<file path="src/rtl/frog_move_scheduler.sv">
// Queues directional key presses and offers them one at a time to frog_pos over
// valid/ready. Each accepted move is followed by a fixed cooldown.
module frog_move_scheduler #(
  parameter int FIFO_DEPTH      = 4,
  parameter int COOLDOWN_CYCLES = 8
) (
  input  logic                              clock,
  input  logic                              reset,
  input  logic                              enable,
  input  logic [3:0]                        press,
  input  logic                              move_ready,
  output logic                              move_valid,
  output logic [1:0]                        move_dir,
  output logic                              dropped,
  output logic [$clog2(FIFO_DEPTH+1)-1:0]   pending
);
  localparam int PW = $clog2(FIFO_DEPTH+1);
  localparam int AW = $clog2(FIFO_DEPTH);
  localparam int CW = (COOLDOWN_CYCLES > 1) ? $clog2(COOLDOWN_CYCLES) : 1;

  typedef enum logic [1:0] {S_IDLE, S_OFFER, S_COOLDOWN} state_t;

  state_t          state, state_nxt;
  logic [CW-1:0]   cnt, cnt_nxt;
  logic [1:0]      mem [FIFO_DEPTH];
  logic [AW-1:0]   rd_ptr, wr_ptr;
  logic [PW-1:0]   count;

  logic            pop, has_press, multi, full, wr_ok, drop_nxt;
  logic [1:0]      win;

  assign pop       = (state == S_OFFER) && move_ready;
  assign has_press = |press;
  assign multi     = (press & (press - 4'd1)) != 4'd0;
  assign full      = count == PW'(FIFO_DEPTH);
  assign wr_ok     = has_press && (!full || pop);
  assign drop_nxt  = has_press && (multi || !wr_ok);

  // Fixed priority: lowest set bit wins (UP > DOWN > LEFT > RIGHT).
  always_comb begin
    win = 2'd0;
    casez (press)
      4'b???1: win = 2'd0;
      4'b??10: win = 2'd1;
      4'b?100: win = 2'd2;
      4'b1000: win = 2'd3;
      default: win = 2'd0;
    endcase
  end

  assign move_valid = state == S_OFFER;
  assign move_dir   = move_valid ? mem[rd_ptr] : 2'd0;
  assign pending    = count;

  always_ff @(posedge clock) begin
    if (reset) begin
      state <= S_IDLE;
      cnt   <= '0;
    end else begin
      state <= state_nxt;
      cnt   <= cnt_nxt;
    end
  end

  always_comb begin
    state_nxt = state;
    cnt_nxt   = cnt;
    case (state)
      S_IDLE:     if (count != '0) state_nxt = S_OFFER;
      S_OFFER:    if (pop) begin
                    state_nxt = S_COOLDOWN;
                    cnt_nxt   = CW'(COOLDOWN_CYCLES - 1);
                  end
      S_COOLDOWN: if (cnt == '0) state_nxt = S_IDLE;
                  else           cnt_nxt   = cnt - CW'(1);
      default:    state_nxt = S_IDLE;
    endcase
    // Disabling gameplay abandons whatever was in flight.
    if (!enable) begin
      state_nxt = S_IDLE;
      cnt_nxt   = '0;
    end
  end

  always_ff @(posedge clock) begin
    if (reset || !enable) begin
      rd_ptr  <= '0;
      wr_ptr  <= '0;
      count   <= '0;
      dropped <= 1'b0;
    end else begin
      dropped <= drop_nxt;
      if (wr_ok) begin
        mem[wr_ptr] <= win;
        wr_ptr      <= wr_ptr + AW'(1);
      end
      if (pop) rd_ptr <= rd_ptr + AW'(1);
      count <= count + PW'(wr_ok) - PW'(pop);
    end
  end
endmodule
</file>
<file path="config.mk">
export PLATFORM = sky130hd
export DESIGN_NAME = frog_move_scheduler
export DESIGN_NICKNAME = d
export VERILOG_FILES = /design/src/rtl/frog_move_scheduler.sv
export SDC_FILE = /design/constraint.sdc
export NUM_CORES = 1
export LEC_CHECK = 0
export CORE_AREA = 2 2 49 51
export CTS_BUF_LIST = sky130_fd_sc_hd__clkbuf_2 sky130_fd_sc_hd__clkbuf_4 sky130_fd_sc_hd__clkbuf_8
export DETAILED_ROUTE_END_ITERATION = 16
export DIE_AREA = 0 0 51 53
export PLACE_DENSITY = 0.78
export SYNTH_ARGS = -nofsm -noshare
export SYNTH_HDL_FRONTEND = slang
export SYNTH_SLANG_ARGS = --single-unit
</file>
<file path="constraint.sdc">
create_clock -name clock -period 2.5 [get_ports clock]
set_input_delay 0.5 -clock clock [delete_from_list [all_inputs] [get_ports clock]]
set_output_delay 0.5 -clock clock [all_outputs]
set_load 0.005 [all_outputs]
</file>
=== Word level (Yosys, flattened, before mapping) ===
Memory sizes are Yosys's and may differ from the RTL's. A register that Yosys moved wholly into a read port is not among the register bits.
Cells that the tools add are included.

* Register bits: 13
* Bits in writable memories: 8
* Input bits: 8
* Output and inout port bits: 7
* Word-level logic and storage cells: 57
* Memories: 1

* Add/subtract/negate cells: 6
* Equal/unequal tests: 10
* Mux-type cells: 14
* Bitwise gates (word level): 2
* Reductions and logical operators: 18

{| class="wikitable"
|+ Memory list
! name !! depth !! bits a word !! read ports !! clocked after memory_dff !! wr ports !! line !! RTL
|-
| mem || 4 || 2 || 1 || 1 || 1 || 25 || <nowiki>logic [1:0] mem [FIFO_DEPTH];</nowiki>
|}

{| class="wikitable"
|+ Operator list
! kind !! number
|-
| 2-to-1 mux 2 bit || 6
|-
| one-hot mux 2 bit (3 select lines) || 2
|-
| equality test 3 bit, second input constant || 2
|-
| 2-to-1 mux 3 bit || 2
|-
| inequality test 2 bit, second input constant || 3
|-
| one-hot mux 3 bit (2 select lines) || 1
|-
| AND reduction 3 bit || 2
|-
| adder 2 x 1 -> 2 bit, second input constant || 2
|-
| bitwise AND 4 bit || 1
|-
| equality test 2 bit, second input constant || 2
|-
| equality test 4 bit, second input constant || 1
|-
| nonzero test 4 bit || 1
|-
| OR reduction 4 bit || 1
|-
| subtractor 4 x 1 -> 4 bit, second input constant || 1
|-
| adder 3 x 1 -> 3 bit || 1
|-
| logical AND 1 bit || 3
|-
| zero test 1 bit || 3
|-
| zero test 3 bit || 1
|-
| logical OR 1 bit || 3
|-
| 2-to-1 mux 1 bit || 3
|-
| nonzero test 3 bit || 1
|-
| subtractor 3 x 1 -> 3 bit || 1
|-
| subtractor 3 x 1 -> 3 bit, second input constant || 1
|-
| equality test 2 x 1 -> 1 bit, second input constant || 1
|-
| other kinds (5) || 5
|}

=== Longest topological paths before layout ===
Gate-level depths: netlist (run 1).

* Depth after elaboration: 7
* Mapped depth: 11
* Depth with buffers taken out: 10

=== Least setup slack after synthesis (run 1) ===
OpenSTA, ideal clock, no wires.

* Path kind: input to register
* Start: input port move_ready
* End: register count[2] (netlist: pending[2])
* Setup time: 117 ps
* Arrival: 2089 ps
* Path slack: 293 ps
* Cell stages on the path: 10
* Path buffers: 0
* Cell sequence: nand3b_4 > a31oi_2 > inv_1 > ha_1 > inv_1 > ha_1 > fa_1 > xnor2_1 > xnor2_1 > nor2_1

* Cells in the longest elaborated chain, start to end: 5

{| class="wikitable"
|+ Ends and longest elaborated chain
! what !! line !! RTL
|-
| from (decl) || 11 || <nowiki>input logic move_ready,</nowiki>
|-
| logical AND 1 bit * || 32 || <nowiki>assign pop = (state == S_OFFER) && move_ready;</nowiki>
|-
| logical OR 1 bit || 36 || <nowiki>assign wr_ok = has_press && (!full || pop);</nowiki>
|-
| logical AND 1 bit || 36 ||
|-
| adder 3 x 1 -> 3 bit || 98 || <nowiki>count <= count + PW'(wr_ok) - PW'(pop);</nowiki>
|-
| subtractor 3 x 1 -> 3 bit * || 98 ||
|-
| to (signal assigned) || 98 ||
|-
| to (decl) || 27 || <nowiki>logic [PW-1:0] count;</nowiki>
|}

Mark *: on every way between the ends. The rest lies on a longest branch, timed or not.
A chain may end at the register's enable or synchronous reset.

=== Worst setup path in the final report (run 1) ===
* Start: input port press[1]
* End: register count[2] (netlist: pending[2])

* Cells in the longest elaborated chain, start to end: 4

{| class="wikitable"
|+ Ends and longest elaborated chain
! what !! line !! RTL
|-
| from (decl) || 10 || <nowiki>input logic [3:0] press,</nowiki>
|-
| OR reduction 4 bit || 33 || <nowiki>assign has_press = |press;</nowiki>
|-
| logical AND 1 bit || 36 ||
|-
| adder 3 x 1 -> 3 bit || 98 ||
|-
| subtractor 3 x 1 -> 3 bit || 98 ||
|}

No other way between the ends.

==> results of run 1 <==
## state kept, by name, summed over array words and instances (netlist names), named ones only
name     flops
mem          8
rd_ptr       2
wr_ptr       2
pending      3
dropped      1
cnt          3
state        2
## per-layer routing
layer / global-route usage (%) / vias up / wire [um]
li1: - / 412 / -
met1: 20.58 / 380 / 845
met2: 30.52 / 12 / 999
met3: 2.542 / 0 / 64
met4: 5.405 / 0 / 0
met5: 0 / - / 0
## cell families after synthesis
kind of cell	after synthesis
compound gates	14
xor+xnor	5
fa+ha+maj	10
buf+inv	14
flops	23
mux	4
simple gates	33
## synthesized netlist by cell type (all sizes together) (2+ instances only)
master,count
o21ai,2
dfxtp,15
mux2i,2
a31oi,3
nand3b,2
nor2,8
nand2,5
and2,8
buf,3
a211oi,3
mux4,2
ha,8
xnor2,4
edfxtp,8
nor4,2
a21oi,3
inv,11
## worst max-delay path: cells and delay by family
family / cells / cell delay [ns]
AO/OA/AOI/OAI: 1 / 0.17
adder cells (fa/ha/maj): 3 / 0.83
XOR/XNOR: 2 / 0.33
AND/OR/NAND/NOR: 2 / 0.13
buffers and inverters: 3 / 0.65
## power by group through the flow
stage / Sequential [W] / Combinational (W) / Clock (W)
floorplan: 0.000413 / 0.0000551 / 0
global placement: 0.000415 / 0.000100 / 0
detailed placement: 0.000415 / 0.000105 / 0
CTS: 0.000407 / 0.000106 / 0.000180
global route: 0.000408 / 0.000118 / 0.000194
finish: 0.000407 / 0.000105 / 0.000173
## worst paths after layout
check | endpoint | slack [ns] | cells after the start
max | pending[2] | 0.11 | 11
min | cnt[2] | 0.49 | 2
max reg2reg | pending[2] | 0.34 | 10
min reg2reg | cnt[2] | 0.49 | 2
## cell type report
cell class                 count  area, sq um  share of cell area (%)
inverter                      11        41.29                   2.870
clock buffer                   4        30.03                   2.087
tap                           28        35.03                   2.435
multi-input combinational     66        559.3                   38.87
sequential                    23        540.5                   37.57
timing repair buffer          26        232.7                   16.17
## stage by stage
stage,hold WS (ns),area (sq um),TNS [ns],setup slack (ns),power [W]
after global routing,0.5228,1439,0,0.0001938,0.0007198
after floorplan,0.4409,1165,0,0.2934,0.0004685
after global placement,0.4585,1406,-0.2093,-0.1790,0.0005157
after detailed placement,0.4812,1406,-0.3137,-0.2280,0.0005205
final,0.4926,1439,0,0.1076,0.0006845
after CTS,0.4986,1436,0,0.09011,0.0006929
==> results.md, run 1 <==
- Die Ht: 53 um
- Area contributors post-synth: dfxtp_1 (26%), edfxtp_1 (21%), ha_1 (8.6%)
- Crit-path slowest cell: clkdlybuf4s50_1
- Iteration-0 DRC Markers: 8
- Clk_skew: 0.009042 ns
- Worst vdd ir: 0.0003014 V
- CTS resizes: 0
- Hold Crit Start: cnt[2]
- Number of buffers created by CTS: 3
- Post-DRT Antenna Nets: 0
- Post-Synth XOR/XNOR Area: 3.759%
- EDFF count, synth: 8
- Grt ovf: 0
- Slew margin rel.: 68.55%
- Slew Viols, Final: 0
- Die Area: 2703 sq um
- Mux cell area share after synthesis: 5.585%
- Sw power: 0.0001565 W
- HPWL reported at the end of detailed placement: 1596 um
- Mapped Area: 1165 sq um
- Post-Syn Instances: 103
- RD Place Congestion: 0.8214
- Clock Latency Late Sink: 0.30 ns
- P_int: 0.0005280 W
- Die X: 51 um
- IO Count: 15
- Post-route clock period utilization: 95.69%
- Slew of the pin with the lowest slew margin: 0.4682 ns
- Top-area cell type share of the netlist area: 25.78%
- Clk pin slew, worst setup/hold paths: 0.12 ns
- Buffer depth of the longest clock path: 2
- Ant diodes: 0
- Drt wl/cell: 12.08 um
- CTS tree: done
- Clock root buffer: clkbuf_4
- First-pass GRT wire length: 3346 um
- RSZ-0062 raised after global routing: no
- Simple-Gate Fraction of Synth Area: 18.37%
- Async SR Flop Fraction: 0%
- Syn Nets: 120
- Most common cell after layout, fill and taps aside: dfxtp_1
- Worst EP required: 2.71 ns
- Sink Count: 23
- Final net count: 148
- Pre-antenna DRT Iters: 4
- Drt total wl: 1909 um
- Type of origin of the critical path: input pin
- Outcome: finished, final reports clean
- Arrival time of the worst setup path: 2.60 ns
- Initial Util: 54.22%
- Number of synthesized register bits: 23
- Clk pwr share: 25.3%
- Vias per inst: 5.089
- # setup viols final: 0
- Synth cell types: 37
- P per Cell Area: 475.7 nW/um^2
- Period minus WS final: 2.392 ns
- Main synth FF type: dfxtp_1
- Biggest area consumer among synthesized cells: dfxtp_1
- H-tree depth: 1
- Placed cells: 154
- Compound-Gate Fraction of Synth Area: 9.130%
- Largest family of logic cells by synthesized area: simple AND/OR/NAND/NOR gates
- P&R area growth vs syn: 23.52%
- Non-Filler Instances: 158
- Most frequent cells in the layout: dfxtp_1 (15), clkdlybuf4s50_1 (13), buf_4 (12), inv_1 (11)
- CP max stage delay: 0.54 ns
- Layout fillers: 153
- Post-CTS Hold Buffers: 0
- Pin count of the biggest net entering global routing: 13
- Synth Area per Inst: 11.31 sq um
- Share of cells above drive strength 1: 20.00%
- DRC Markers: 0
- Adder-Cell Fraction of Synth Area: 11.17%
- Crit. End Element: flip-flop
- Post-layout util: 66.98%
- Critical Path Start: press[1]
- Post-CTS Setup Repair Bufs: 0
- Max_cap viols: 0
- CP Class: in -> reg
- # rows: 17
- Fin. Hold Viols: 0
- Initial antenna violation count: 0
- Total Routing Usage GR: 16.89%
- Vias in the first global route: 782
- IO buf count: 14
- CP Cell Sequence: clkdlybuf4s50_1 > nor4_4 > a31oi_2 > inv_1 > ha_1 > inv_1 > ha_1 > fa_1 > xnor2_1 > xnor2_1 > nor2_1
- P_leak: 0.5681 nW
- Core area: 2148 sq um
- Worst hold path class: reg -> reg
- Sequential fraction of the synthesis area: 46.40%
- Synth warnings: 0
- CP max FO: 2
- Net Sw Frac: 22.86%
- FF-to-FF Start: pending[1]
- Vias post-DR: 804
- Flop pwr share: 59.4%
- Achievable frequency: 0.4180 GHz
- Power share of the combinational group: 15.3%
Power figures use the tool's default switching activity.
==> run 2: changes to the inputs <==
--- a/config.mk
+++ b/config.mk
@@ -9,6 +9,7 @@
 export CTS_BUF_LIST = sky130_fd_sc_hd__clkbuf_2 sky130_fd_sc_hd__clkbuf_4 sky130_fd_sc_hd__clkbuf_8
 export DETAILED_ROUTE_END_ITERATION = 16
 export DIE_AREA = 0 0 51 53
+export HOLD_SLACK_MARGIN = 0.02
 export PLACE_DENSITY = 0.78
 export SYNTH_ARGS = -nofsm -noshare
 export SYNTH_HDL_FRONTEND = slang
==> results of run 2 <==
Final layout, timing and power as in run 1 (identical DEF).
==> run 3: changes to the inputs <==
--- a/config.mk
+++ b/config.mk
@@ -5,10 +5,10 @@
 export SDC_FILE = /design/constraint.sdc
 export NUM_CORES = 1
 export LEC_CHECK = 0
-export CORE_AREA = 2 2 49 51
+export CORE_AREA = 5 5 52 54
 export CTS_BUF_LIST = sky130_fd_sc_hd__clkbuf_2 sky130_fd_sc_hd__clkbuf_4 sky130_fd_sc_hd__clkbuf_8
 export DETAILED_ROUTE_END_ITERATION = 16
-export DIE_AREA = 0 0 51 53
+export DIE_AREA = 0 0 57 59
 export HOLD_SLACK_MARGIN = 0.02
 export PLACE_DENSITY = 0.78
 export SYNTH_ARGS = -nofsm -noshare
==> run 3 against run 2 <==
Routed wire length is 2.4% higher. Clock power barely moved. Sequential cell count stayed put. First-iteration DRC count stayed put. Via count fell by 0.75%. Total power up 0.14%. Worst setup slack got worse by 0.0057 ns. Clock skew is 0.0074 ns lower. Combinational power about the same. Clock-buffer cell count shrank 1. Register-to-register slack got worse by 0.05 ns. Critical path type unchanged. Largest cell class unchanged.
==> results.md, run 3 (same netlist as run 1, synthesis figures left out) <==
- Initial antenna violation count: 0 (unchanged)
- Vias post-DR: 798 (-0.75%)
- Initial Util: 53.69% (-0.53 points)
- Sw power: 0.0001704 W (+8.9%)
- Non-Filler Instances: 157 (-0.63%)
- HPWL reported at the end of detailed placement: 1574 um (-1.4%)
- P per Cell Area: 477.2 nW/um^2 (+0.32%)
- Vias per inst: 5.083 (-0.11%)
- Worst EP required: 2.73 ns (+0.02 ns)
- Clock Latency Late Sink: 0.32 ns (+0.02 ns)
- CP max FO: 2 (unchanged)
- Max_cap viols: 0 (unchanged)
- Slew margin rel.: 68.66% (+0.11 points)
- Share of cells above drive strength 1: 20.16% (+0.16 points)
- H-tree depth: 1 (unchanged)
- Grt ovf: 0 (unchanged)
- Most common cell after layout, fill and taps aside: dfxtp_1
- Ant diodes: 0 (unchanged)
- Pre-antenna DRT Iters: 4 (unchanged)
- Core area: 2170 sq um (+0.99%)
- Vias in the first global route: 765 (-2.2%)
- P_leak: 0.5722 nW (+0.72%)
- Die X: 57 um (+12%)
- RD Place Congestion: 0.7027 (-14%)
- Total power: 0.0006855 W (+0.14%)
- Pin count of the biggest net entering global routing: 14 (+1)
- CP Class: in -> reg
- Flop pwr share: 59.4% (about the same)
- Post-route clock period utilization: 95.92% (+0.23 points)
- IO buf count: 14 (unchanged)
- IO Count: 15 (unchanged)
- Period minus WS final: 2.398 ns (+0.005657 ns)
- Clock root buffer: clkbuf_4
- Sink Count: 23 (unchanged)
- First-pass GRT wire length: 3277 um (-2.1%)
- # setup viols final: 0 (unchanged)
- Die Ht: 59 um (+11%)
- Largest register FFs: 8 (unchanged)
- Most frequent cells in the layout: dfxtp_1 (15), clkdlybuf4s50_1 (13), inv_1 (11), buf_4 (11)
- Achievable frequency: 0.4170 GHz (-0.24%)
- Clk_skew: 0.001609 ns (-0.007433 ns)
- P&R area growth vs syn: 23.31%
- Iteration-0 DRC Markers: 8 (unchanged)
- Final net count: 147 (-0.68%)
- DRC Markers: 0 (unchanged)
- Power share of the combinational group: 15.2% (about the same)
- Top reg by flops: mem
- Placed cells: 153 (-0.65%)
- Worst hold path class: reg -> reg
- Total Routing Usage GR: 13.19% (-3.7 points)
- Die Area: 3363 sq um (+24%)
- Net Sw Frac: 24.86% (+2.0 points)
- Slew of the pin with the lowest slew margin: 0.4665 ns (-0.001654 ns)
- Drt total wl: 1955 um (+2.4%)
- Drt wl/cell: 12.45 um (+3.1%)
- Post-CTS Hold Buffers: 0 (unchanged)
- Post-DRT Antenna Nets: 0 (unchanged)
- Buffer depth of the longest clock path: 2 (unchanged)
- Worst vdd ir: 0.0002734 V (-9.3%)
- Slew Viols, Final: 0 (unchanged)
- # rows: 17 (unchanged)
- Outcome: finished, final reports clean
- Number of buffers created by CTS: 3 (unchanged)
- Layout fillers: 181 (+18%)
- Clk pin slew, worst setup/hold paths: 0.12 ns (about the same)
- Type of origin of the critical path: input pin
- Fin. Hold Viols: 0 (unchanged)
- Crit. End Element: flip-flop
- CTS tree: done
- Clk pwr share: 25.4% (about the same)
- P_int: 0.0005151 W (-2.5%)
- Arrival time of the worst setup path: 2.62 ns (+0.02 ns)
==> run 3: changes by cell type in the layout (fill, tap and decap cells not counted), sizes merged <==
cell / before / now
clkbuf: 4 / 3
clkinv: 0 / 1
buf: 12 / 11
==> run 3: power groups by stage <==
stage / Clock [W] / Combinational, W / Sequential (W)
after floorplan: 0 / 0.0000551 / 0.000413
after global routing: 0.000206 / 0.000116 / 0.000409
after global placement: 0 / 0.000100 / 0.000415
final: 0.000174 / 0.000104 / 0.000407
after CTS: 0.000184 / 0.000104 / 0.000407
after detailed placement: 0 / 0.000103 / 0.000415
==> run 3: repair_timing <==
action                     in CTS  in global routing
setup buffers                   0                  0
setup endpoints to repair       0                  1
gates resized for setup         0                  2
==> run 3: path summary, 6_finish.rpt <==
path              start         end  slack, ns  cells past startpoint
min              cnt[2]      cnt[2]       0.49                      2
max reg2reg  pending[1]  pending[2]       0.29                     10
min reg2reg      cnt[2]      cnt[2]       0.49                      2
max            press[1]  pending[2]       0.10                     11
==> run 3: critical path, cell delays in order <==
cell and delay, ns:
clkdlybuf4s50_1 0.53, nor4_4 0.07, a31oi_2 0.16, inv_1 0.06
ha_1 0.27, inv_1 0.04, ha_1 0.19, fa_1 0.41
xnor2_2 0.15, xnor2_1 0.18, nor2_1 0.06
==> run 3: cell type report <==
| cell class | instances | area, sq um | area share, % |
|---|---|---|---|
| well taps | 28 | 35.03 | 2.439 |
| flip-flops and latches | 23 | 540.5 | 37.63 |
| inverters | 11 | 41.29 | 2.875 |
| multi-input cells | 66 | 566.8 | 39.46 |
| clock inverters | 1 | 5.005 | 0.3484 |
| clock buffers | 3 | 22.52 | 1.568 |
| repair buffers | 25 | 225.2 | 15.68 |
==> run 3: metal layers <==
layer	vias up	global-route usage, %	wire (um)
li1	411	-	-
met1	365	15.18	870
met2	17	22.19	958
met3	5	2.614	68
met4	0	8.940	58
met5	-	0	0
==> run 3: per-stage QoR <==
| stage | setup WS, ns | setup TNS, ns | cell area (sq um) | hold WS, ns | utilization (%) |
|---|---|---|---|---|---|
| finish | 0.1020 | 0 | 1436 | 0.4871 | 66.21 |
| global route | -0.003587 | -0.003587 | 1436 | 0.5339 | 66.21 |
| CTS | 0.05270 | 0 | 1426 | 0.4923 | 65.74 |
| detailed placement | -0.3021 | -0.4057 | 1399 | 0.4743 | 64.48 |
| global placement | -0.2223 | -0.3031 | 1399 | 0.4576 | 64.48 |
| floorplan | 0.2934 | 0 | 1165 | 0.4409 | - |
